<file path="config.mk">
export PLATFORM = sky130hd
export DESIGN_NAME = paint_input_ctrl
export DESIGN_NICKNAME = d
export VERILOG_FILES = /design/src/rtl/paint_pkg.sv /design/src/rtl/btn_debounce.sv /design/src/rtl/paint_input_ctrl.sv
export SDC_FILE = /design/constraint.sdc
export NUM_CORES = 1
export LEC_CHECK = 0
export ABC_CLOCK_PERIOD_IN_PS = 4900
export CAP_MARGIN = 30
export CORE_AREA = 8 8 126 128
export DETAILED_ROUTE_END_ITERATION = 8
export DIE_AREA = 0 0 134 136
export GPL_TIMING_DRIVEN = 0
export HOLD_SLACK_MARGIN = 0.02
export PLACE_DENSITY_LB_ADDON = 0.15
export SKIP_LAST_GASP = 1
export SYNTH_ARGS = -nofsm -noshare
export SYNTH_HDL_FRONTEND = slang
export SYNTH_SLANG_ARGS = --single-unit
</file>
<file path="constraint.sdc">
create_clock -name clk -period 4.9 [get_ports clk]
set_input_delay 0.49 -clock clk [delete_from_list [all_inputs] [get_ports clk]]
set_output_delay 0.49 -clock clk [all_outputs]
set_load 0.02 [all_outputs]
</file>
<file path="src/rtl/paint_pkg.sv">
`default_nettype none
// ============================================================================
//  Module      : paint_pkg
//  Description : Shared definitions for the retro-paint input front-end:
//                FSM state encoding, button index constants (index order is
//                also the service priority), default widths and the pending
//                priority picker.
//  Revision    : 1.0 - initial release
// ============================================================================
package paint_pkg;

  localparam int unsigned DEF_COORD_W = 6;
  localparam int unsigned DEF_PAL_W   = 3;
  localparam int unsigned NUM_BTNS    = 6;

  // Lower index wins when several events are pending.
  localparam logic [2:0] BTN_ENTER = 3'd0;
  localparam logic [2:0] BTN_C     = 3'd1;
  localparam logic [2:0] BTN_UP    = 3'd2;
  localparam logic [2:0] BTN_DOWN  = 3'd3;
  localparam logic [2:0] BTN_LEFT  = 3'd4;
  localparam logic [2:0] BTN_RIGHT = 3'd5;

  typedef enum logic [1:0] {
    ST_IDLE      = 2'd0,
    ST_COMMIT    = 2'd1,
    ST_ISSUE     = 2'd2,
    ST_WAIT_DONE = 2'd3
  } state_t;

  // Index of the highest-priority (lowest-index) set bit; 0 when none set.
  function automatic logic [2:0] pick_event(input logic [NUM_BTNS-1:0] pend);
    logic [2:0] idx;
    idx = 3'd0;
    for (int i = NUM_BTNS - 1; i >= 0; i--) begin
      if (pend[i]) idx = 3'(i);
    end
    return idx;
  endfunction

endpackage : paint_pkg
`default_nettype wire

</file>
<file path="src/rtl/btn_debounce.sv">
`default_nettype none
// ============================================================================
//  Module      : btn_debounce
//  Description : Two-flop synchronizer, stable-level counter and rising-edge
//                pulse for one raw push-button.
//  Ports       : clk, rst    - clock, async active-high reset
//                btn_i       - raw asynchronous button level
//                rise_o      - one-cycle pulse on accepted 0->1 transition
//  Revision    : 1.0 - initial release
// ============================================================================
module btn_debounce #(
  parameter int unsigned DEBOUNCE_CYCLES = 250000
) (
  input  logic clk,
  input  logic rst,
  input  logic btn_i,
  output logic rise_o
);

  localparam int unsigned CNT_W = (DEBOUNCE_CYCLES < 2) ? 1 : $clog2(DEBOUNCE_CYCLES);
  localparam logic [CNT_W-1:0] c_last_cnt = CNT_W'(DEBOUNCE_CYCLES - 1);

  logic             sync1_q, sync2_q;
  logic             level_q, level_d;
  logic [CNT_W-1:0] cnt_q, cnt_d;
  logic             rise_q, rise_d;

  // Only two levels exist, so "synchronized differs from accepted" means a
  // single candidate level; any flip back to the accepted level restarts
  // the count.
  always_comb begin
    level_d = level_q;
    cnt_d   = '0;
    rise_d  = 1'b0;
    if (sync2_q != level_q) begin
      if (cnt_q == c_last_cnt) begin
        level_d = sync2_q;
        rise_d  = sync2_q;
      end else begin
        cnt_d = cnt_q + CNT_W'(1);
      end
    end
  end

  always_ff @(posedge clk or posedge rst) begin
    if (rst) begin
      sync1_q <= 1'b0;
      sync2_q <= 1'b0;
      level_q <= 1'b0;
      cnt_q   <= '0;
      rise_q  <= 1'b0;
    end else begin
      sync1_q <= btn_i;
      sync2_q <= sync1_q;
      level_q <= level_d;
      cnt_q   <= cnt_d;
      rise_q  <= rise_d;
    end
  end

  assign rise_o = rise_q;

endmodule : btn_debounce
`default_nettype wire

</file>
<file path="src/rtl/paint_input_ctrl.sv">
`default_nettype none
// ============================================================================
//  Module      : paint_input_ctrl
//  Description : Button front-end for the paint controller. Debounces six
//                buttons, keeps sticky pending events, serves one event per
//                transaction (in_init pulse, hold outputs, wait in_done) and
//                owns the canvas cursor, palette cursor and palette mode.
//  Ports       : clk, rst              - clock, async active-high reset
//                btn_*                 - raw buttons
//                in_done               - transaction finished (1-cycle pulse)
//                in_init               - transaction start (1-cycle pulse)
//                w_C, w_Enter          - palette mode / Enter transaction
//                x_out, y_out, paleta  - canvas and palette cursors
//                busy                  - transaction in progress
//  Revision    : 1.0 - initial release
// ============================================================================
module paint_input_ctrl
  import paint_pkg::*;
#(
  parameter int unsigned DEBOUNCE_CYCLES = 250000,
  parameter int unsigned COORD_W         = DEF_COORD_W,
  parameter int unsigned PAL_W           = DEF_PAL_W
) (
  input  logic               clk,
  input  logic               rst,
  input  logic               btn_up,
  input  logic               btn_down,
  input  logic               btn_left,
  input  logic               btn_right,
  input  logic               btn_c,
  input  logic               btn_enter,
  input  logic               in_done,
  output logic               in_init,
  output logic               w_C,
  output logic               w_Enter,
  output logic [COORD_W-1:0] x_out,
  output logic [COORD_W-1:0] y_out,
  output logic [PAL_W-1:0]   paleta,
  output logic               busy
);

  localparam logic [COORD_W-1:0] c_xy_one  = COORD_W'(1);
  localparam logic [PAL_W-1:0]   c_pal_one = PAL_W'(1);

  logic [NUM_BTNS-1:0] w_btn_raw;
  logic [NUM_BTNS-1:0] w_btn_rise;

  assign w_btn_raw[BTN_ENTER] = btn_enter;
  assign w_btn_raw[BTN_C]     = btn_c;
  assign w_btn_raw[BTN_UP]    = btn_up;
  assign w_btn_raw[BTN_DOWN]  = btn_down;
  assign w_btn_raw[BTN_LEFT]  = btn_left;
  assign w_btn_raw[BTN_RIGHT] = btn_right;

  for (genvar g = 0; g < NUM_BTNS; g++) begin : g_btn
    btn_debounce #(
      .DEBOUNCE_CYCLES (DEBOUNCE_CYCLES)
    ) u_deb (
      .clk    (clk),
      .rst    (rst),
      .btn_i  (w_btn_raw[g]),
      .rise_o (w_btn_rise[g])
    );
  end

  state_t              state_q, state_d;
  logic [NUM_BTNS-1:0] pend_q, pend_d;
  logic [2:0]          ev_q, ev_d;
  logic                mode_q, mode_d;
  logic                enter_q, enter_d;
  logic [COORD_W-1:0]  x_q, x_d;
  logic [COORD_W-1:0]  y_q, y_d;
  logic [PAL_W-1:0]    pal_q, pal_d;
  logic [NUM_BTNS-1:0] w_clr;

  always_comb begin
    state_d = state_q;
    ev_d    = ev_q;
    mode_d  = mode_q;
    enter_d = enter_q;
    x_d     = x_q;
    y_d     = y_q;
    pal_d   = pal_q;
    w_clr   = '0;

    unique case (state_q)
      ST_IDLE: begin
        if (|pend_q) begin
          ev_d    = pick_event(pend_q);
          w_clr   = NUM_BTNS'(1) << ev_d;
          state_d = ST_COMMIT;
        end
      end
      ST_COMMIT: begin
        unique case (ev_q)
          BTN_ENTER: enter_d = 1'b1;
          BTN_C:     mode_d  = ~mode_q;
          BTN_UP:    if (!mode_q) y_d = y_q - c_xy_one;
          BTN_DOWN:  if (!mode_q) y_d = y_q + c_xy_one;
          BTN_LEFT: begin
            if (mode_q) pal_d = pal_q - c_pal_one;
            else        x_d   = x_q - c_xy_one;
          end
          BTN_RIGHT: begin
            if (mode_q) pal_d = pal_q + c_pal_one;
            else        x_d   = x_q + c_xy_one;
          end
          default: ;
        endcase
        state_d = ST_ISSUE;
      end
      ST_ISSUE: state_d = ST_WAIT_DONE;
      ST_WAIT_DONE: begin
        if (in_done) begin
          enter_d = 1'b0;
          state_d = ST_IDLE;
        end
      end
      default: state_d = ST_IDLE;
    endcase

    // A fresh edge on the bit being consumed survives as a new press.
    pend_d = (pend_q & ~w_clr) | w_btn_rise;
  end

  always_ff @(posedge clk or posedge rst) begin
    if (rst) begin
      state_q <= ST_IDLE;
      pend_q  <= '0;
      ev_q    <= 3'd0;
      mode_q  <= 1'b0;
      enter_q <= 1'b0;
      x_q     <= '0;
      y_q     <= '0;
      pal_q   <= '0;
    end else begin
      state_q <= state_d;
      pend_q  <= pend_d;
      ev_q    <= ev_d;
      mode_q  <= mode_d;
      enter_q <= enter_d;
      x_q     <= x_d;
      y_q     <= y_d;
      pal_q   <= pal_d;
    end
  end

  assign in_init = (state_q == ST_ISSUE);
  assign busy    = (state_q != ST_IDLE);
  assign w_C     = mode_q;
  assign w_Enter = enter_q;
  assign x_out   = x_q;
  assign y_out   = y_q;
  assign paleta  = pal_q;

endmodule : paint_input_ctrl
`default_nettype wire

</file>
=== Word level (Yosys, flattened, before mapping) ===
Cells that the tools add are included.

* Register bits: 160
* Bits in latches: 0
* Memory bits (writable): 0
* ROM bits: 0
* Bits of input ports: 9
* Output and inout bits: 19
* Logic and storage cells: 153
* Memories kept: 0

* $add $sub $neg: 12
* $mul: 0
* Div/mod/pow operators: 0
* Magnitude comparators: 0
* Equality and inequality tests: 29
* Shift operators: 1
* Muxes and demuxes: 49
* Bitwise operators: 4
* Reduce and logical (&&, ||, !) cells: 20

{| class="wikitable"
|+ Operators by type and width
! operator !! number
|-
| two-way mux 18 bit || 12
|-
| adder 18 x 1 -> 18 bit (second input constant) || 6
|-
| equality test 18 bit (second input constant) || 6
|-
| two-way mux 6 bit || 6
|-
| two-way mux 3 bit || 10
|-
| one-hot mux 6 bit (2 select lines) || 2
|-
| AND reduction 2 bit || 9
|-
| != test 2 bit (second input constant) || 8
|-
| two-way mux 1 bit || 14
|-
| adder 6 x 1 -> 6 bit (second input constant) || 2
|-
| AND reduction 4 bit || 3
|-
| subtractor 6 x 1 -> 6 bit (second input constant) || 2
|-
| one-hot mux 2 bit (4 select lines) || 1
|-
| nonzero test 2 bit || 4
|-
| bitwise AND 6 bit || 1
|-
| equality test 3 x 2 -> 1 bit (second input constant) || 2
|-
| equality test 3 bit (second input constant) || 2
|-
| != test 1 bit || 6
|-
| inverter 6 bit || 1
|-
| OR 6 bit || 1
|-
| one-hot mux 3 bit (2 select lines) || 1
|-
| OR reduction 6 bit || 1
|-
| left shift 1 x 3 -> 6 bit (first input constant) || 1
|-
| equality test 2 bit (second input constant) || 2
|-
| 11 further kinds || 12
|}

=== Longest topological paths before layout ===
* Word-level depth: 14
* Depth in mapped cells: 8
* Gate-level depth less buffers: 8

=== Cells and area by module ===
Synthesis repeated with hierarchy kept, for this count alone.

* Cell total of the unflattened synthesis: 754
* Area, all modules: 7896.3 µm²

{| class="wikitable"
|+ Modules (own cells, without submodules)
! module !! instances !! cells an instance !! area each (µm²) !! seq. area each (µm²)
|-
| btn_debounce || 6 || 99 || 1047.3 || 550.5
|-
| paint_input_ctrl || 1 || 160 || 1612.8 || 700.7
|}

=== Worst setup path after synthesis ===
Ideal clock, no wire load.

* Path type: register to register
* From: register ev_q[0]
* To: register x_q[5] (netlist: x_out[5])
* Setup time: 0.128 ns
* Arrival time: 2.193 ns
* Data required time: 4.772 ns
* Path slack: 2.579 ns
* Cell stages (with the launch flop): 9
* Path buffers: 1
* Period minus slack after synthesis: 2.321 ns
* Cell sequence: dfrtp_1 clkbuf_1 nand2_1 ha_1 and3_1 a2111oi_0 xnor2_1 nand2_1 xnor2_1

* Cells in the longest elaborated chain, start to end: 3
* Elaborated cells between the ends (all ways): 7
* Classes of those cells: 4 x eq/ne; 1 x mux; 2 x reduce/logical

{| class="wikitable"
|+ RTL lines
! what !! RTL line !! text
|-
| start: declaration || paint_input_ctrl.sv:68 || <nowiki>logic [2:0] ev_q, ev_d;</nowiki>
|-
| start signal: assignment || paint_input_ctrl.sv:139 || <nowiki>ev_q <= ev_d;</nowiki>
|-
| equality test 3 bit || paint_input_ctrl.sv:95 || <nowiki>unique case (ev_q)</nowiki>
|-
| != test 2 bit (no source line) or nonzero test 2 bit (tied branches) || - ||
|-
| AND reduction 4 bit (no source line) || - ||
|-
| end signal: assignment || paint_input_ctrl.sv:133 || <nowiki>x_q <= '0;</nowiki>
|-
| end signal: assignment || paint_input_ctrl.sv:142 || <nowiki>x_q <= x_d;</nowiki>
|-
| end: declaration || paint_input_ctrl.sv:71 || <nowiki>logic [COORD_W-1:0] x_q, x_d;</nowiki>
|}

Parallel ways exist; a longest one is shown, timed or not.
A chain may end at the register's enable or synchronous reset.

=== Final worst setup path ===
Same ends and word-level chain as after synthesis.

==> impl_metrics.yaml <==
outcome:
  status: "completed"
setup_path:
  cp_data_required_time_ns: 5.21
  path_cells: "clkbuf_1 > nand2_1 > ha_1 > and3_1 > a2111oi_0 > xnor2_1 > nand2_1 > xnor2_1"
  path_class: "reg2reg"
  slowest_stage: "a2111oi_0"
  worstPathArrival_ns: 2.92
  end_kind: "flop"
  worstPathMaxFanout: 10
  r2r_start: "ev_q[0]"
  cp-start-kind: "flop"
  r2r_slack_ns: 2.28
  max_stage_delay_ns: 0.52
  critPathLaunch: "ev_q[0]"
synth:
  ys_warn_count: 0
  synth_top_cell_by_area: "dfrtp_1"
  synth_edf_count: 0
  syn_avg_cell_area_um2: 10.67
  synth_cells: 696
  synth.most_common_cell: "dfrtp_1"
  netlist_area_mm2: 0.007427
  syn_nets: 726
  synthTopCellsByArea: "dfrtp_1 54%, xor2_1 9.0%, nor2_1 6.1%"
  synth_commonest_cells: "160 x dfrtp_1, 121 x nor2_1, 76 x xor2_1, 50 x nand2_1, 40 x nand3_1"
  synth_seq_cells: 160
  ys_types: 47
  synthFlopType: "dfrtp_1"
  async_reset_ff_frac: 1.000
  ys_seq_area_frac: 0.5391
  synth_top_area_share: 0.5391
timing:
  setup_viol: 0
  fin_crit_ns: 2.618
  slew_viol_final: 0
  maxSlewHeadroom: 0.5329
  clock.fmax_mhz: 382.0
  tightest_slew_ns: 0.7006
  timing_hold_violations_final: 0
  rsz0062_at_grt: "false"
  period_share: 0.5342
  finalSetupTns_ns: 0
  clock_skew_ns: 0.005467
clock_tree:
  clock-sinks: 160
  cts_root_buffer: "clkbuf_16"
  cts_resized: 0
  cts_tree: "built"
  cts-buffers-inserted: 17
  worstSkewPairLatency_ns: 0.42
  cts_buffer_depth: 2
  path_clk_slew_ns: 0.06
  postCtsSetupBuffers: 0
  cts_hold_repair.buffers: 0
  h-tree-depth: 4
drt:
  drc_errors: 0
  dr.pass1.iters: 5
  wl_um: 13050
  routedWlPerCell_um: 13.88
  vias: 5019
  drtIter0Drc: 287
  via_per_inst: 5.339
  ant_nets: 0
finish:
  final_cell_area_mm2: 0.008582
  utilization: 0.6113
  insertedDiodeCount: 0
  drive_gt1_frac: 0.07275
  syn_to_final_growth_pct: 15.55
  nets: 773
place:
  postPlaceCellArea_mm2: 0.007960
  place.port_buffers: 27
  globalplace.congestion: 0.7783
  hpwl_um: 8878
floorplanning:
  rows: 44
  core_mm2: 0.01404
  die_h_um: 136
  ios: 28
  die_w_um: 134
  die_area_mm2: 0.01822
  start_util: 0.5291
power:
  powerDensity_mw_per_mm2: 326.7
  leakage_nw: 3.953
  max-vdd-ir-drop_v: 0.0002220
  p_total_mw: 2.804
hold_path:
  min_path_type: "reg2reg"
  worstHoldStart: "g_btn[2].u_deb.sync1_q"
global_routing:
  grt_use_total: 0.1544
  grt_max_degree: 85
  first_global_vias: 5165
  grt_pass1_wl_um: 23140
  gr-total-overflow: 0
  antenna_found_initial: 0
job:
  maxCapViolations: 0
[per-stage QoR]
step	hold slack [ns]	setup WS [ns]	std cells
2_1_floorplan	0.3312	0.09008	696
3_3_place_gp	0.3324	-1.842	907
3_5_place_dp	0.3371	2.282	908
4_1_cts	0.3505	2.265	940
5_1_grt	0.3569	2.065	940
6_report	0.3477	2.282	940
[placed cells by master, fill, tap and decap left out, types with 7 or more instances in the layout]
cell type | synthesis | final
dfrtp_1 | 160 | 160
nor2_1 | 121 | 121
xor2_1 | 76 | 76
nand2_1 | 50 | 50
nand3_1 | 40 | 40
xnor2_1 | 37 | 37
clkdlybuf4s50_1 | 0 | 27
and3_1 | 25 | 25
nand4_1 | 22 | 22
ha_1 | 18 | 18
clkbuf_16 | 0 | 17
o21ai_0 | 13 | 13
and2_1 | 13 | 13
mux2_2 | 11 | 11
and4_1 | 10 | 10
inv_1 | 9 | 8
clkbuf_1 | 6 | 8
a21oi_1 | 8 | 8
nor4_1 | 7 | 7
a21o_1 | 7 | 7
[critical path, delay by kind of cell, from the launching register on]
kind / cells / cell delay (ns)
AO/OA/AOI/OAI: 1 / 0.52
XOR/XNOR: 2 / 0.33
adder cells (fa/ha/maj): 1 / 0.41
buffers and inverters: 1 / 0.33
flip-flops: 1 / 0.33
AND/OR/NAND/NOR: 3 / 0.59
[layout make-up]
type	count	area, µm²
Buffer	11	56.30
Clock buffer	21	460.4
Clock inverter	11	161.4
Fill cell	1129	5456
Inverter	9	38.79
Multi-Input combinational cell	516	3333
Sequential cell	160	4004
Tap cell	184	230.2
Timing Repair Buffer	28	297.8
[per-layer routing]
layer / part of all wire / track usage / routed length (µm)
met1: 0.47 / 0.1918 / 6110
met2: 0.49 / 0.2544 / 6391
met3: 0.029 / 0.04139 / 383
met4: 0.013 / 0.05802 / 165
met5: 0 / 0 / 0
[state kept, by name, indices dropped and copies added, names as in the netlist]
| name | flops |
|---|---|
| ev_q | 3 |
| g_btn.u_deb.cnt_q | 108 |
| w_C | 1 |
| state_q | 2 |
| g_btn.u_deb.rise_o | 6 |
| g_btn.u_deb.sync2_q | 6 |
| x_out | 6 |
| y_out | 6 |
| pend_q | 6 |
| paleta | 3 |
| g_btn.u_deb.sync1_q | 6 |
| w_Enter | 1 |
| g_btn.u_deb.level_q | 6 |
[path summary, 6_finish.rpt]
path	end	cells after the start
setup / recovery	x_out[5]	8
hold / removal	g_btn[2].u_deb.sync2_q	0
setup reg to reg	x_out[5]	8
hold reg to reg	g_btn[2].u_deb.sync2_q	0
max in group asynchronous	g_btn[0].u_deb.cnt_q[13]	3
min in group asynchronous	x_out[5]	2
[where the power goes]
group / total (mW) / internal [mW] / switching [mW]
Sequential: 1.35 / 1.34 / 0.0138
Combinational: 0.0734 / 0.0242 / 0.0492
Clock: 1.38 / 0.876 / 0.503
[cell families after synthesis]
logic type      Yosys count  share of synthesized area
simple gates            334                     0.2286
fa+ha+maj                21                    0.03841
buf+inv                  20                    0.01213
compound gates           36                    0.02982
mux                      12                    0.01870
xor+xnor                113                     0.1333
flops                   160                     0.5391
(Power assumes the default switching activity.)
==> RTL edit 1 (same settings) <==
The 4 states of `state_t` get a one-hot encoding in 4 bits.
--- a/src/rtl/paint_pkg.sv
+++ b/src/rtl/paint_pkg.sv
@@ -23,7 +23,7 @@
 
-  typedef enum logic [1:0] {
-    ST_IDLE      = 2'd0,
-    ST_COMMIT    = 2'd1,
-    ST_ISSUE     = 2'd2,
-    ST_WAIT_DONE = 2'd3
+  typedef enum logic [3:0] {
+    ST_IDLE      = 4'b0001,
+    ST_COMMIT    = 4'b0010,
+    ST_ISSUE     = 4'b0100,
+    ST_WAIT_DONE = 4'b1000
   } state_t;
Formal check against the unedited RTL: same outputs for any inputs over 10 cycles, from zero or initial values and one cycle with rst high; not proved beyond that.
==> RTL edit 1 against the original RTL <==
Wire length grew 3.1%; highest routed layer unchanged; design area shrank 0.41%; clock power shrank 5%; setup slack lost 0.024 ns; clock skew grew 0.0033 ns; die area is the same; register-to-register slack gained 0.20 ns; area after synthesis grew 0.12%; combinational power shrank 3%; total power shrank 1.8%; largest power group is now registers; sequential cell count grew 2.
==> RTL edit 1: results <==
set metrics [dict create \
    cts_root_buf "sky130_fd_sc_hd__clkbuf_16" \
    vdd_ir_drop_max_mv 0.255 \
    number_of_nets_in_the_synthesized_netlist 736 \
    final_layout_size_suffix_gt1_frac 0.0575 \
    globalRouteTotalUtil 0.159 \
    grt_start_max_net_pins 95 \
    slowest_stage_delay_cp_ns 0.57 \
    skew_ns 0.00875 \
    power.static_leakage_uw 0.00379 \
    cts_repair_resize_count 0 \
    hold_ws_ns 0.347 \
    wl_per_cell_um 14.2 \
    arrival_time_of_data_at_the_critical_path_endpoint_ns 2.15 \
    worst_path_max_delay_cell "sky130_fd_sc_hd__clkdlybuf4s50_1" \
    hp_start "g_btn[3].u_deb.sync1_q" \
    critPathTopFamily "buffers and inverters" \
    synthMostInstantiatedCell "sky130_fd_sc_hd__dfrtp_1" \
    max-cap-violations 0 \
    drt_first_iter_violations 264 \
    antenna_violations_before_repair 0 \
    design.final.nets 783 \
    synth_common_cells "161 x sky130_fd_sc_hd__dfrtp_1, 129 x sky130_fd_sc_hd__nor2_1, 74 x sky130_fd_sc_hd__xor2_1" \
    slew-limit-headroom 0.352 \
    reg2reg_setup_slack_ns 2.48 \
    gp_routability_congestion 0.808 \
    cts.htree.levels 4 \
    power.share.switching 0.200 \
    number_of_global_route_vias_before_repair 5260 \
    grt_first_pass_wirelength_mm 23.7 \
    synth.top_cells.by_area "sky130_fd_sc_hd__dfrtp_1 54%, sky130_fd_sc_hd__xor2_1 8.7%, sky130_fd_sc_hd__nor2_1 6.5%" \
    timing.rr.start "ev_q[1]" \
    drt-vias-per-instance 5.41 \
    seq_area_frac_synth 0.545 \
    worst-path-max-fanout 5 \
    hold_end "g_btn[3].u_deb.sync2_q" \
    dp.final_hpwl_mm 9.18 \
    post_synth_num_cell_types 43 \
    largest_register_ff_count 108 \
    run_status "completed" \
    post_synth_arst_share 1.00 \
    first_pass_iters 4 \
]
-- RTL edit 1: cell types whose count changed after synthesis, moves of 5 or more --
cell	delta
sky130_fd_sc_hd__and2_1	-12
sky130_fd_sc_hd__and3_1	-9
sky130_fd_sc_hd__and4_1	-8
sky130_fd_sc_hd__inv_1	+5
sky130_fd_sc_hd__nor2_1	+8
sky130_fd_sc_hd__nor3_1	+10
-- RTL edit 1: routing by layer --
layer	wire (um)	up-vias	global-route usage
li1	-	2508	-
met1	6010	2521	0.197
met2	6790	91	0.263
met3	535	13	0.0469
met4	128	0	0.0555
met5	0	-	0
-- RTL edit 1: worst max path at each step --
stage | startpoint | endpoint | slack (ns) | depth (start not counted)
floorplan | rst | ev_q[0] | 0.04 | 1
global placement | rst | g_btn[4].u_deb.cnt_q[12] | -1.91 | 2
detailed placement | ev_q[1] | x_out[5] | 2.52 | 8
CTS | state_q[0] | busy | 2.23 | 3
global route | state_q[0] | busy | 2.16 | 3
finish | state_q[0] | busy | 2.26 | 3
-- RTL edit 1: area by class of cell --
class / count / area [um2]
Fill cell: 1173 / 5490
Sequential cell: 162 / 4060
Multi-Input combinational cell: 524 / 3280
Clock buffer: 21 / 470
Timing Repair Buffer: 28 / 298
Tap cell: 184 / 230
Clock inverter: 6 / 108
Inverter: 14 / 57.6
Buffer: 10 / 46.3
-- RTL edit 1: power groups by stage --
stage | sequential (uW) | combinational [uW] | clock, uW
2_1_floorplan | 1390 | 49.2 | 0
3_3_place_gp | 1390 | 68.7 | 0
3_5_place_dp | 1390 | 73.8 | 0
4_1_cts | 1370 | 74.5 | 1350
5_1_grt | 1370 | 85.2 | 1400
6_report | 1370 | 71.5 | 1310
-- RTL edit 1: through the flow --
| step | total power, uW | instances | TNS (ns) | instance area, um2 |
|---|---|---|---|---|
| after floorplan | 1440 | 710 | 0 | 7440 |
| after global placement | 1460 | 921 | -306.10 | 7940 |
| after detailed placement | 1470 | 922 | 0 | 7970 |
| after CTS | 2790 | 949 | 0 | 8550 |
| after global routing | 2860 | 949 | 0 | 8550 |
| final | 2750 | 949 | 0 | 8550 |
-- RTL edit 1: kinds of logic (layout without fill, tap and decap cells) --
kind of cell / after synthesis / after routing / synth area share
mux: 10 / 10 / 0.0148
flops: 162 / 162 / 0.545
buf+inv: 24 / 79 / 0.0133
fa+ha+maj: 17 / 17 / 0.0316
xor+xnor: 114 / 114 / 0.134
compound gates: 42 / 42 / 0.0350
simple gates: 341 / 341 / 0.226
==> RTL edit 2 (config.mk and constraints unchanged) <==
Without the edit above. Change the package constant `DEF_PAL_W` from 3 to 6.
--- a/src/rtl/paint_pkg.sv
+++ b/src/rtl/paint_pkg.sv
@@ -12,3 +12,3 @@
   localparam int unsigned DEF_COORD_W = 6;
-  localparam int unsigned DEF_PAL_W   = 3;
+  localparam int unsigned DEF_PAL_W   = 6;
   localparam int unsigned NUM_BTNS    = 6;
Interface: changed (resized paleta); port bits go from 28 to 31. No check against the original RTL was run, so the function may have changed too.
==> RTL edit 2 against the original RTL <==
First-iteration DRC count decreased by 18%; wire length increased by 3.0%; hold slack improved by 0.0020 ns; sequential cell count grew 3; design area up 2.5%; critical endpoint unchanged; setup slack got worse by 0.17 ns; count of clock-buffer cells in the layout shrank 3; total power down 4.2%; area after synthesis is 3.5% higher; global-route usage grew 0.22 points; sequential share of layout area down 0.30 points; maximum frequency is 5.9% lower; combinational power up 2%.
==> RTL edit 2: results <==
set metrics [dict create \
    buffers_from_clock_root_to_sink_at_most 2 \
    post_synth_num_cell_types 43 \
    detailedPlace.worstSlack_ns 2.13 \
    multi_input_comb_cells 538 \
    drt-met1-wl_mm 6.32 \
    synth_common_cells "163 x sky130_fd_sc_hd__dfrtp_1, 121 x sky130_fd_sc_hd__nor2_1, 72 x sky130_fd_sc_hd__xor2_1" \
    number_of_global_route_vias_before_repair 5267 \
    synth_edf_count 0 \
    final-seq-area_um2 4080 \
    groute.layer.met3.usage 0.0362 \
    groute.layer.met1.usage 0.186 \
    power.static_leakage_uw 0.00401 \
    seq_area_frac_synth 0.531 \
    slowest_stage_delay_cp_ns 0.50 \
    final-clk-cell-share 0.0624 \
    drt_first_iter_violations 236 \
    number_of_nets_in_the_synthesized_netlist 756 \
    clkbuf_count 18 \
    total_cell_area_at_the_placement_stage_um2 8250 \
    met2_routing_resource_usage_after_global_routing 0.268 \
    drt_wl_total_mm 13.4 \
    run_status "completed" \
    design.final.nets 806 \
    diodes 0 \
    dr_wl_met3_um 456 \
    final_layout_size_suffix_gt1_frac 0.0726 \
    nNonClkInverters 11 \
    worstSkewPairLatency_ns 0.42 \
    globalRouteTotalUtil 0.157 \
    worst-path-max-fanout 12 \
    ys_seq_elements 163 \
    grt_start_max_net_pins 100 \
    skew_ns 0.00778 \
    buffer_area_frac 0.0435 \
    power.share.switching 0.237 \
    worst-slew-pin-transition_ns 0.887 \
    wl_met2_mm 6.43 \
    first_pass_iters 4 \
    arrival_time_of_data_at_the_critical_path_endpoint_ns 3.10 \
    detailroute.via_count 5249 \
    numPortBuffers 30 \
    dp.final_hpwl_mm 9.28 \
    grt_first_pass_wirelength_mm 23.5 \
    layout.filler_cells 1132 \
    synth.top_cells.by_area "sky130_fd_sc_hd__dfrtp_1 53%, sky130_fd_sc_hd__xor2_1 8.2%, sky130_fd_sc_hd__nor2_1 5.9%" \
    buffers_excl_clock 41 \
    share_of_cell_area_taken_by_multi_input_logic_gates 0.399 \
]
==> RTL edit 2: cell count changes after synthesis, sizes merged, moves of 3 or more <==
cell and delta:
xnor2 +8, nor4 +6, ha +4, xor2 -4, dfrtp +3, nor3 +3, or3 -3
==> RTL edit 2: through the flow <==
step	total power, uW	setup TNS (ns)	utilization	cells
floorplan	1450	0	-	722
global placement	1470	-318.66	0.585	936
detailed placement	1480	0	0.588	937
CTS	2730	0	0.627	969
global route	2790	0	0.627	969
finish	2690	0	0.627	969
==> RTL edit 2: power by group through the flow <==
stage / logic, uW / clock network (uW) / registers, uW
floorplan: 51.0 / 0 / 1400
global placement: 70.9 / 0 / 1400
detailed placement: 76.8 / 0 / 1400
CTS: 78.2 / 1270 / 1380
global route: 87.8 / 1320 / 1380
finish: 74.6 / 1240 / 1380
==> RTL edit 2: path summary, 6_finish.rpt <==
check | endpoint | slack [ns] | depth (start not counted) | from
min reg2reg | g_btn[5].u_deb.sync2_q | 0.35 | 0 | g_btn[5].u_deb.sync1_q
max in group asynchronous | pend_q[1] | 3.46 | 3 | rst
min in group asynchronous | g_btn[5].u_deb.sync1_q | 0.64 | 2 | rst
min | g_btn[5].u_deb.sync2_q | 0.35 | 0 | g_btn[5].u_deb.sync1_q
max reg2reg | x_out[5] | 2.12 | 8 | ev_q[0]
max | x_out[5] | 2.12 | 8 | ev_q[0]
==> RTL edit 2: cells by family (layout without fill, tap and decap cells) <==
kind of cell | count (synthesis) | after routing | share of synthesized area
XOR/XNOR | 117 | 117 | 0.133
buffers and inverters | 21 | 84 | 0.0125
flip-flops | 163 | 163 | 0.531
adder cells (fa/ha/maj) | 25 | 25 | 0.0436
AND/OR/NAND/NOR | 342 | 342 | 0.228
multiplexers | 12 | 12 | 0.0186
AO/OA/AOI/OAI | 42 | 42 | 0.0339
